<file path="src/rtl/shift_issue.sv">
// Issue stage ahead of the shift ALU: buffers shift instructions in a small FIFO,
// strobes the ALU one instruction per cycle and returns its result with a sequence tag.
`ifndef REGISTER_WIDTH
`define REGISTER_WIDTH 32
`endif

module shift_issue #(
    parameter int REG_WD = `REGISTER_WIDTH,
    parameter int DEPTH  = 4
) (
    input  logic                       clock,
    input  logic                       reset,
    input  logic                       in_valid,
    output logic                       in_ready,
    input  logic [7:0]                 in_instr,
    input  logic [REG_WD-1:0]          in_operand,
    output logic                       alu_enable,
    output logic [REG_WD-1:0]          alu_in,
    output logic [4:0]                 alu_shift,
    output logic [2:0]                 alu_op,
    input  logic [REG_WD-1:0]          aluout,
    output logic                       res_valid,
    input  logic                       res_ready,
    output logic [REG_WD-1:0]          res_data,
    output logic [3:0]                 res_tag,
    output logic [$clog2(DEPTH):0]     count,
    output logic [7:0]                 err_count
);

    localparam int AW = $clog2(DEPTH);
    localparam int PW = AW + 1;
    localparam logic [PW-1:0] DEPTH_C = PW'(DEPTH);
    localparam logic [PW-1:0] ONE_C   = PW'(1);

    logic [7:0]        instr_mem_r [DEPTH];
    logic [REG_WD-1:0] oper_mem_r  [DEPTH];
    logic [PW-1:0]     wr_ptr_r;
    logic [PW-1:0]     rd_ptr_r;
    logic [PW-1:0]     count_r;
    logic [3:0]        iss_seq_r;
    logic [3:0]        res_tag_r;
    logic              res_valid_r;
    logic [7:0]        err_count_r;

    logic full_s;
    logic empty_s;
    logic accept_s;
    logic legal_s;
    logic push_s;
    logic drop_s;
    logic issue_s;

    assign full_s   = (count_r == DEPTH_C);
    assign empty_s  = (count_r == {PW{1'b0}});
    assign accept_s = in_valid && !full_s;
    // Opcodes 6 and 7 are reserved: handshaken so upstream never stalls, but discarded.
    assign legal_s  = (in_instr[7:5] <= 3'd5);
    assign push_s   = accept_s && legal_s;
    assign drop_s   = accept_s && !legal_s;
    assign issue_s  = !empty_s && (!res_valid_r || res_ready);

    assign in_ready   = !full_s;
    assign alu_enable = issue_s;
    assign alu_in     = oper_mem_r[rd_ptr_r[AW-1:0]];
    assign alu_shift  = instr_mem_r[rd_ptr_r[AW-1:0]][4:0];
    assign alu_op     = instr_mem_r[rd_ptr_r[AW-1:0]][7:5];
    assign res_valid  = res_valid_r;
    assign res_data   = aluout;
    assign res_tag    = res_tag_r;
    assign count      = count_r;
    assign err_count  = err_count_r;

    // FIFO storage: write the tail on every legal accept.
    always_ff @(posedge clock or negedge reset) begin
        if (!reset) begin
            for (int i = 0; i < DEPTH; i++) begin
                instr_mem_r[i] <= 8'd0;
                oper_mem_r[i]  <= {REG_WD{1'b0}};
            end
        end else if (push_s) begin
            instr_mem_r[wr_ptr_r[AW-1:0]] <= in_instr;
            oper_mem_r[wr_ptr_r[AW-1:0]]  <= in_operand;
        end else begin
            instr_mem_r <= instr_mem_r;
            oper_mem_r  <= oper_mem_r;
        end
    end

    // FIFO pointers and occupancy.
    always_ff @(posedge clock or negedge reset) begin
        if (!reset) begin
            wr_ptr_r <= {PW{1'b0}};
            rd_ptr_r <= {PW{1'b0}};
            count_r  <= {PW{1'b0}};
        end else begin
            if (push_s) begin
                wr_ptr_r <= wr_ptr_r + ONE_C;
            end else begin
                wr_ptr_r <= wr_ptr_r;
            end
            if (issue_s) begin
                rd_ptr_r <= rd_ptr_r + ONE_C;
            end else begin
                rd_ptr_r <= rd_ptr_r;
            end
            case ({push_s, issue_s})
                2'b10:   count_r <= count_r + ONE_C;
                2'b01:   count_r <= count_r - ONE_C;
                default: count_r <= count_r;
            endcase
        end
    end

    // Result handshake and issue-sequence tagging.
    always_ff @(posedge clock or negedge reset) begin
        if (!reset) begin
            res_valid_r <= 1'b0;
            res_tag_r   <= 4'd0;
            iss_seq_r   <= 4'd0;
        end else if (issue_s) begin
            res_valid_r <= 1'b1;
            res_tag_r   <= iss_seq_r;
            iss_seq_r   <= iss_seq_r + 4'd1;
        end else if (res_ready) begin
            res_valid_r <= 1'b0;
            res_tag_r   <= res_tag_r;
            iss_seq_r   <= iss_seq_r;
        end else begin
            res_valid_r <= res_valid_r;
            res_tag_r   <= res_tag_r;
            iss_seq_r   <= iss_seq_r;
        end
    end

    // Saturating count of dropped reserved-opcode instructions.
    always_ff @(posedge clock or negedge reset) begin
        if (!reset) begin
            err_count_r <= 8'd0;
        end else if (drop_s && (err_count_r != 8'd255)) begin
            err_count_r <= err_count_r + 8'd1;
        end else begin
            err_count_r <= err_count_r;
        end
    end

endmodule

</file>
<file path="config.mk">
export PLATFORM = sky130hd
export DESIGN_NAME = shift_issue
export DESIGN_NICKNAME = d
export VERILOG_FILES = /design/src/rtl/shift_issue.sv
export SDC_FILE = /design/constraint.sdc
export NUM_CORES = 1
export LEC_CHECK = 0
export CAP_MARGIN = 0
export CORE_ASPECT_RATIO = 0.5
export CORE_MARGIN = 8
export CORE_UTILIZATION = 53
export CTS_CLUSTER_SIZE = 10
export DETAILED_ROUTE_END_ITERATION = 12
export GPL_ROUTABILITY_DRIVEN = 0
export PLACE_DENSITY = 0.89
export SETUP_SLACK_MARGIN = 0.4
export SLEW_MARGIN = 40
export SYNTH_ARGS = -nofsm -noshare
export SYNTH_HDL_FRONTEND = slang
export SYNTH_SLANG_ARGS = --single-unit
</file>
<file path="constraint.sdc">
create_clock -name clock -period 2.4 [get_ports clock]
set_input_delay 0.48 -clock clock [delete_from_list [all_inputs] [get_ports clock]]
set_output_delay 0.48 -clock clock [all_outputs]
set_load 0.005 [all_outputs]
</file>
==> results.toml, run 1 <==
[setup_path]
crit_type = "reg -> out"
required_ns = 1.92
cp-start-kind = "flip-flop"
crit_path_max_fanout = 5
end_kind = "output port"
cp_data_arrival_time_ns = 1.92

[sta]
hold_viol_final = 1
fin_setup_tns_ns = 0
maxSlewHeadroom = 0.644
skew_ns = 0.0104
final.period_utilization = 0.998
post-route-min-period_ns = 2.40
final_max_slew_viol_count = 0
rsz0062_at_grt = "true"
whs_ns = -0.00196
worst_pin_slew_ns = 0.534
final-setup-viol-count = 0
fmax_ghz = 0.417

[finish]
regArea_um2 = 4610
layout.nets = 726
fillCellCount = 1160
drive_gt1_frac = 0.556
diodes = 0
multi_input_area_um2 = 3950
area_delta_synth_final_pct = 23.2

[routing]
drc = 0
drtPass1Iterations = 4
wl_mm = 19.6
vias = 4736
ant_nets = 0
drt_iter0_markers = 274
wl_per_cell_um = 22.0
vias_per_cell = 5.33

[pwr]
peakVddDrop_mv = 0.834
power_density_nw_per_um2 = 1470
leakage_nw = 5.42
finalPower_mw = 16.5

[cts]
cts-root-buf = "clkbuf_16"
clk_pin_slew_worst_paths_ns = 0.08
cts_hold_buffers = 0
numCtsBuffers = 17
clk_latency_ns = 0.43
clock_sinks = 184
htree_levels = 4
cts_tree = "built"
clk_path_buf_depth = 2

[synthesis]
netlist-cell-type-count = 30
ys_seq_area_frac = 0.503
synth-seq-cells = 184
syn-cell-area_um2 = 9150
synthCells = 518
yosys_warnings = 0
syn_nets = 602
synth_area_per_cell_um2 = 17.7

[floorplan]
die_x_um = 202
core_area_um2 = 17100
fp.dieArea_um2 = 22000
io_pins = 166
start_util = 0.534
num_rows = 34
die_h_um = 109

[worst_hold_path]
hold_class = "in -> async"

[global_route]
grt_pass1_wl_mm = 30.8
grt_pass1_vias = 5405
grt_overflow = 0
grt_max_degree = 58
antenna_found_initial = 0
grt_use_total = 0.177

[run_status]
violations = "negative hold slack"
status = "finished, violations left"

[run]
maxCapViolCount = 0

[place]
port_buffers = 101
dp_hpwl_mm = 12.5
## power breakdown
group	leakage [nW]	total (mW)	switching (mW)	internal (mW)
Sequential	2.20	5.63	0.960	4.67
Clock	0.280	2.76	1.29	1.46
Combinational	2.94	8.14	2.64	5.50
## per-layer routing
metal / vias to the layer above / share of wire / GRT usage
met5: - / 0 / 0
met4: 0 / 0.0081 / 0.0461
met3: 27 / 0.041 / 0.0394
met2: 92 / 0.50 / 0.299
met1: 2507 / 0.45 / 0.231
li1: 2110 / - / -
## worst max-delay path, stage by stage, from the launching register on
cell,delay (ns)
dfrtp_4,0.50
buf_12,0.16
buf_12,0.12
buf_16,0.13
mux4_2,0.43
buf_2,0.15
## path summary, 6_finish.rpt
kind / from / endpoint / slack, ns / cells past startpoint
setup / recovery: rd_ptr_r[0]$_DFFE_PN0P_ / alu_in[12] / 0.005 / 5
hold / removal: reset / oper_mem_r[34]$_DFFE_PN0P_ / -0.002 / 1
setup reg to reg: count[0]$_DFFE_PN0P_ / count[1]$_DFFE_PN0P_ / 0.40 / 6
hold reg to reg: iss_seq_r[3]$_DFFE_PN0P_ / iss_seq_r[3]$_DFFE_PN0P_ / 0.49 / 1
max in group asynchronous: reset / oper_mem_r[78]$_DFFE_PN0P_ / 1.58 / 2
min in group clock: iss_seq_r[3]$_DFFE_PN0P_ / iss_seq_r[3]$_DFFE_PN0P_ / 0.49 / 1
## through the flow
step                      area (um2)   util  instances  setup WS, ns
final                          11300  0.657        889       0.00460
after global routing           11300  0.657        889       -0.0390
after CTS                      11000  0.645        877       -0.0142
after detailed placement       10300  0.598        821        0.0437
after global placement         10300  0.598        821        0.0945
after floorplan                 9170      -        518         0.274
## layout make-up
cell class	instances	share of cell area
multi-input cells	268	0.350
well taps	234	0.0260
repair buffers	164	0.161
inverters	7	0.00255
clock buffers	18	0.0381
clock inverters	14	0.0124
flip-flops and latches	184	0.409
## synth_stat cells
cell / count / area share
buf_12: 17 / 0.037
mux2_2: 11 / 0.014
xor2_1: 4 / 0.0038
and3_4: 1 / 0.0012
nand2_8: 4 / 0.0088
nand2_1: 6 / 0.0025
nor3b_1: 1 / 0.00082
mux4_2: 40 / 0.098
xnor2_1: 7 / 0.0067
dfrtp_1: 184 / 0.50
inv_1: 7 / 0.0029
o21ai_0: 4 / 0.0022
nor2_1: 5 / 0.0021
nor3_1: 2 / 0.0011
or3b_4: 1 / 0.0012
mux2_4: 160 / 0.26
fa_1: 1 / 0.0022
clkbuf_1: 2 / 0.00082
nand3_1: 3 / 0.0016
buf_1: 5 / 0.0021
buf_4: 32 / 0.026
nand4b_1: 1 / 0.00096
a31oi_1: 2 / 0.0014
a21oi_1: 1 / 0.00055
nand4_1: 2 / 0.0014
nand2b_1: 1 / 0.00068
and3_1: 2 / 0.0014
or2b_1: 1 / 0.00082
ha_1: 7 / 0.0096
buf_2: 4 / 0.0022
## logic make-up after synthesis
| family | after synthesis | share of synthesized area |
|---|---|---|
| DFF | 184 | 0.503 |
| xor gates and xnor gates | 11 | 0.0105 |
| AOI/OAI and AO/OA | 7 | 0.00410 |
| and+or+nand+nor | 30 | 0.0245 |
| buffers and inverters | 67 | 0.0714 |
| muxes | 211 | 0.375 |
| adders and majority gates | 8 | 0.0118 |
## flip-flops by register name, indices dropped and copies added, names as in the netlist
register,cells
iss_seq_r,4
res_valid,1
res_tag,4
oper_mem_r,128
rd_ptr_r,2
err_count,8
wr_ptr_r,2
instr_mem_r,32
count,3
## repair_timing
item,in CTS,in global routing
setup endpoints to repair,172,57
resized for setup,193,17
setup buffers,21,9
pin swaps,7,8
endpoints found under the hold margin,0,0
cloned,3,3
## cells in the final DEF, fill, tap and decap left out, drive strengths merged
cell type / netlist / layout
a21oi: 1 / 1
a31oi: 2 / 2
and3: 3 / 3
buf: 58 / 102
bufinv: 0 / 1
clkbuf: 2 / 20
clkdlybuf4s15: 0 / 2
clkdlybuf4s50: 0 / 57
clkinv: 0 / 5
clkinvlp: 0 / 1
dfrtp: 184 / 184
dlymetal6s2s: 0 / 1
fa: 1 / 1
ha: 7 / 7
inv: 7 / 14
mux2: 171 / 171
mux4: 40 / 40
nand2: 10 / 11
nand2b: 1 / 1
nand3: 3 / 3
nand4: 2 / 2
nand4b: 1 / 1
nor2: 5 / 5
nor3: 2 / 2
nor3b: 1 / 1
o21ai: 4 / 4
or2b: 1 / 1
or3b: 1 / 1
xnor2: 7 / 7
xor2: 4 / 4
(Power assumes the default switching activity.)
==> inputs of run 2 (changes only) <==
Settings changed: CORE_ASPECT_RATIO 0.5 to unset.
==> run 2 against run 1 <==
Effect of this change: the run ends with negative setup slack left; routed wire length grew 1.5%; count of clock-buffer cells in the layout increased by 5; maximum frequency shrank 0.30%; clock skew shrank 0.0020 ns; clock power rose by 7.2%; die area fell by 1.2%; via count rose by 0.87%; total power rose by 0.82%; first-iteration DRC count down 27%; combinational power down 1%; critical endpoint is now alu_shift[4]; largest cell class unchanged.
==> results.toml, run 2 (same netlist as run 1, synthesis figures left out) <==
[run_status]
status = "finished, violations left"
violations = "negative setup slack"

[pwr]
power_density_nw_per_um2 = 1480
finalPower_mw = 16.7
leakage_nw = 5.42
peakVddDrop_mv = 0.795

[setup_path]
crit_buf_inv = 4
slowest_stage = "dfrtp_4"
cp_cell_sequence = "buf_12 > buf_8 > buf_16 > mux4_2 > buf_6"
cp_data_arrival_time_ns = 1.92
slowest_delay_ns = 0.51
required_ns = 1.92
crit_type = "reg -> out"
crit_path_max_fanout = 6
cp_top_family = "buffers and inverters"
end_kind = "output port"
cp-start-kind = "flip-flop"

[floorplan]
start_util = 0.535
die_h_um = 147
die_x_um = 147
io_pins = 166
num_rows = 48
fp.dieArea_um2 = 21700
core_area_um2 = 17100

[finish]
fillCellCount = 1146
layout.nets = 721
final_cell_mix = "dfrtp_1 (180), mux2_4 (161), clkdlybuf4s50_1 (58)"
finalNonFillerCells = 875
diodes = 0
regArea_um2 = 4610
drive_gt1_frac = 0.551
final_common_cell = "dfrtp_1"
area_delta_synth_final_pct = 23.2
final_area_um2 = 11300
largest_reg_flops = 128
top_register = "oper_mem_r"
multi_input_area_um2 = 3930

[sta]
maxSlewHeadroom = 0.643
skew_ns = 0.00841
hold_viol_final = 0
fmax_ghz = 0.416
worst_pin_slew_ns = 0.534
fin_setup_tns_ns = -0.00251
final-setup-viol-count = 1
setup_slack_ns = -0.00251
post-route-min-period_ns = 2.40
rsz0062_at_grt = "true"
final.period_utilization = 1.00
final_max_slew_viol_count = 0

[routing]
drtPass1Iterations = 4
ant_nets = 0
vias = 4777
drc = 0
wl_per_cell_um = 22.7
wl_mm = 19.9
vias_per_cell = 5.46
drt_iter0_markers = 199

[place]
placed_area_um2 = 10200
pre_cts_ws_ns = 0.00297
port_buffers = 101
dp_cells = 809
dp_hpwl_mm = 12.7

[global_route]
grt_max_degree = 64
antenna_found_initial = 1
grt_overflow = 0
grt_pass1_vias = 5555
grt_pass1_wl_mm = 32.3
grt_use_total = 0.189

[cts]
cts_tree = "built"
cts_hold_buffers = 0
clk_pin_slew_worst_paths_ns = 0.07
cts-root-buf = "clkbuf_16"
htree_levels = 4
clk_path_buf_depth = 2
numCtsBuffers = 17
clk_latency_ns = 0.42
clock_sinks = 184

[run]
maxCapViolCount = 0

[worst_hold_path]
hold_class = "in -> async"
## run 2: cell count changes in the layout (fill, tap and decap cells not counted), sizes merged, moves of 2 or more
cell,before,now
buf,102,99
inv,14,9
clkbuf,20,25
bufinv,1,3
## run 2: report_power, final
part | total [mW] | internal, mW | switching [mW]
sequential | 5.65 | 4.68 | 0.971
combinational | 8.06 | 5.41 | 2.65
clock | 2.96 | 1.76 | 1.19
## run 2: per-stage QoR
stage	util	hold slack, ns
floorplan	-	0.184
global placement	0.598	0.463
detailed placement	0.598	0.467
CTS	0.645	0.0147
global route	0.659	0.0419
finish	0.659	0.0128
## run 2: path summary, 6_finish.rpt
check                                              start                    endpoint  slack [ns]  cells past startpoint
worst min-delay path                               reset      res_tag[3]$_DFFE_PN0P_        0.01                      1
max in group asynchronous                          reset  oper_mem_r[79]$_DFFE_PN0P_        1.69                      2
worst min register to register  iss_seq_r[3]$_DFFE_PN0P_    iss_seq_r[3]$_DFFE_PN0P_        0.49                      1
min in group clock              iss_seq_r[3]$_DFFE_PN0P_    iss_seq_r[3]$_DFFE_PN0P_        0.49                      1
worst max register to register      count[0]$_DFFE_PN0P_        count[1]$_DFFE_PN0P_        0.39                      6
worst max-delay path             rd_ptr_r[0]$_DFFE_PN0P_                alu_shift[4]      -0.003                      5
## run 2: final cells by class
class | count | area share
Sequential cell | 184 | 0.409
Multi-Input combinational cell | 267 | 0.349
Timing Repair Buffer | 160 | 0.159
Clock buffer | 23 | 0.0433
Tap cell | 225 | 0.0250
Clock inverter | 9 | 0.0123
Inverter | 7 | 0.00255
## run 2: timing repair
item | CTS | global route
buffers inserted | 10 | 18
endpoints found under the setup margin | 144 | 70
pin swaps | 5 | 7
gates cloned | 5 | 1
gates resized for setup | 187 | 15
## run 2: worst register-to-register path, stage by stage (launching register included)
cell and delay, ns:
dfrtp_2 0.41, or3b_4 0.42, and3_4 0.19, inv_4 0.05
ha_4 0.13, fa_2 0.42, mux2_4 0.28
## run 2: layer usage
| layer | wire length (um) | part of all wire | up-vias | global-route usage |
|---|---|---|---|---|
| met1 | 8740 | 0.44 | 2548 | 0.242 |
| met4 | 288 | 0.015 | 2 | 0.0535 |
| met5 | 13 | 0.00065 | - | 0 |
| met3 | 917 | 0.046 | 26 | 0.0520 |
| met2 | 9900 | 0.50 | 120 | 0.311 |
| li1 | - | - | 2081 | - |
==> inputs of run 3 (changes only) <==
Settings changed: REMOVE_ABC_BUFFERS set to 1.
==> run 3 against run 2 <==
Effect of this change: the run still ends with negative setup slack left; critical path type unchanged; critical path depth stayed put; clock skew up 0.0024 ns; largest cell class unchanged; final area down 0.27%.
==> results.toml, run 3 (same netlist as run 1, synthesis figures left out) <==
[cts]
clock_sinks = 184
numCtsBuffers = 17
cts_tree = "built"
cts-root-buf = "clkbuf_16"
clk_path_buf_depth = 2
htree_levels = 4
clk_latency_ns = 0.43
clk_pin_slew_worst_paths_ns = 0.07

[sta]
maxSlewHeadroom = 0.656
setup_slack_ns = -0.0122
rsz0062_at_grt = "true"
final_max_slew_viol_count = 0
hold_viol_final = 0
worst_pin_slew_ns = 0.514
final-setup-viol-count = 8
fmax_ghz = 0.415
post-route-min-period_ns = 2.41
final.period_utilization = 1.01
skew_ns = 0.0108
fin_setup_tns_ns = -0.0407
whs_ns = 0.488

[finish]
final_common_cell = "dfrtp_1"
drive_gt1_frac = 0.556
final_area_um2 = 11200
diodes = 0
finalNonFillerCells = 880
fillCellCount = 1159
layout.nets = 726
top_register = "oper_mem_r"
multi_input_area_um2 = 3930
largest_reg_flops = 128
fin_util = 0.657
regArea_um2 = 4610
area_delta_synth_final_pct = 22.9
final_cell_mix = "dfrtp_1 (179), mux2_4 (161), clkdlybuf4s50_1 (57)"

[place]
pre_cts_ws_ns = 0.0305
port_buffers = 101
dp_hpwl_mm = 13.6
dp_cells = 809
placed_area_um2 = 10200

[pwr]
pwr-share-clk = 0.161
pwr-share-seq = 0.344
peakVddDrop_mv = 0.819
internal_power_mw = 11.6
pwr-share-comb = 0.495
leakage_nw = 5.39
p_switching_mw = 4.93
switching_share = 0.297
finalPower_mw = 16.6
power_density_nw_per_um2 = 1470

[floorplan]
die_x_um = 147
fp.dieArea_um2 = 21700
start_util = 0.535
io_pins = 166
die_h_um = 147
num_rows = 48
core_area_um2 = 17100

[routing]
drc = 0
vias = 4862
drt_iter0_markers = 237
wl_mm = 20.8
met1_length_mm = 8.75
wl_per_cell_um = 23.6
drtPass1Iterations = 5
vias_per_cell = 5.53
ant_nets = 0
dr.max_layer_used = "met5"
wl_met2_mm = 10.2
wl_met3_mm = 1.50

[run_status]
violations = "negative setup slack"
status = "finished, violations left"

[global_route]
grt_overflow = 0
grt_max_degree = 62
antenna_found_initial = 1
grt_pass1_vias = 5700
grt_pass1_wl_mm = 33.5
grt_use_total = 0.200

[worst_hold_path]
hold_class = "reg -> reg"

[setup_path]
critPathMostFrequentCell = "buf_6"
slowest_delay_ns = 0.49
crit_path_max_fanout = 6
slowest_stage = "dfrtp_4"
cp-start-kind = "flip-flop"
cp_data_arrival_time_ns = 1.93
cp_cell_sequence = "buf_12 > buf_16 > buf_6 > mux4_2 > buf_6"
crit_type = "reg -> out"
required_ns = 1.92
end_kind = "output port"

[run]
maxCapViolCount = 0
[run 3: final timing paths]
| kind | slack, ns | from | to | depth (start not counted) |
|---|---|---|---|---|
| setup / recovery | -0.01 | rd_ptr_r[0]$_DFFE_PN0P_ | alu_in[10] | 5 |
| hold / removal | 0.49 | iss_seq_r[3]$_DFFE_PN0P_ | iss_seq_r[3]$_DFFE_PN0P_ | 1 |
| setup reg to reg | 0.36 | count[1]$_DFFE_PN0P_ | count[2]$_DFFE_PN0P_ | 10 |
| hold reg to reg | 0.49 | iss_seq_r[3]$_DFFE_PN0P_ | iss_seq_r[3]$_DFFE_PN0P_ | 1 |
| max in group asynchronous | 1.12 | reset | oper_mem_r[66]$_DFFE_PN0P_ | 3 |
| min in group asynchronous | 0.52 | reset | res_tag[1]$_DFFE_PN0P_ | 2 |
[run 3: power groups by stage]
stage | clock (mW) | sequential (mW) | combinational (mW)
finish | 2.66 | 5.71 | 8.20
global route | 2.83 | 5.88 | 8.75
CTS | 2.70 | 5.69 | 7.93
detailed placement | 0 | 5.72 | 7.54
global placement | 0 | 5.52 | 7.32
floorplan | 0 | 5.55 | 4.45
[run 3: layer usage]
layer / track usage / up-vias
li1: - / 2093
met1: 0.246 / 2595
met2: 0.322 / 146
met3: 0.0752 / 26
met4: 0.0622 / 2
met5: 0.00475 / -
[run 3: cell type report]
type | count | share of cell area
inverters | 7 | 0.00256
clock inverters | 11 | 0.00801
well taps | 225 | 0.0250
flip-flops and latches | 184 | 0.410
multi-input cells | 267 | 0.350
clock buffers | 21 | 0.0418
repair buffers | 165 | 0.162
[run 3: worst max-delay path, delay by kind of cell (launching register included)]
kind | cells | cell delay (ns)
buffers and inverters | 4 | 0.55
flip-flops | 1 | 0.49
multiplexers | 1 | 0.46
[run 3: timing repair]
item	in CTS	in global routing
resized for setup	204	16
pin swaps	6	3
hold buffers	1	0
setup buffers	21	13
endpoints found under the hold margin	41	0
cloned	4	0
setup endpoints to repair	111	98
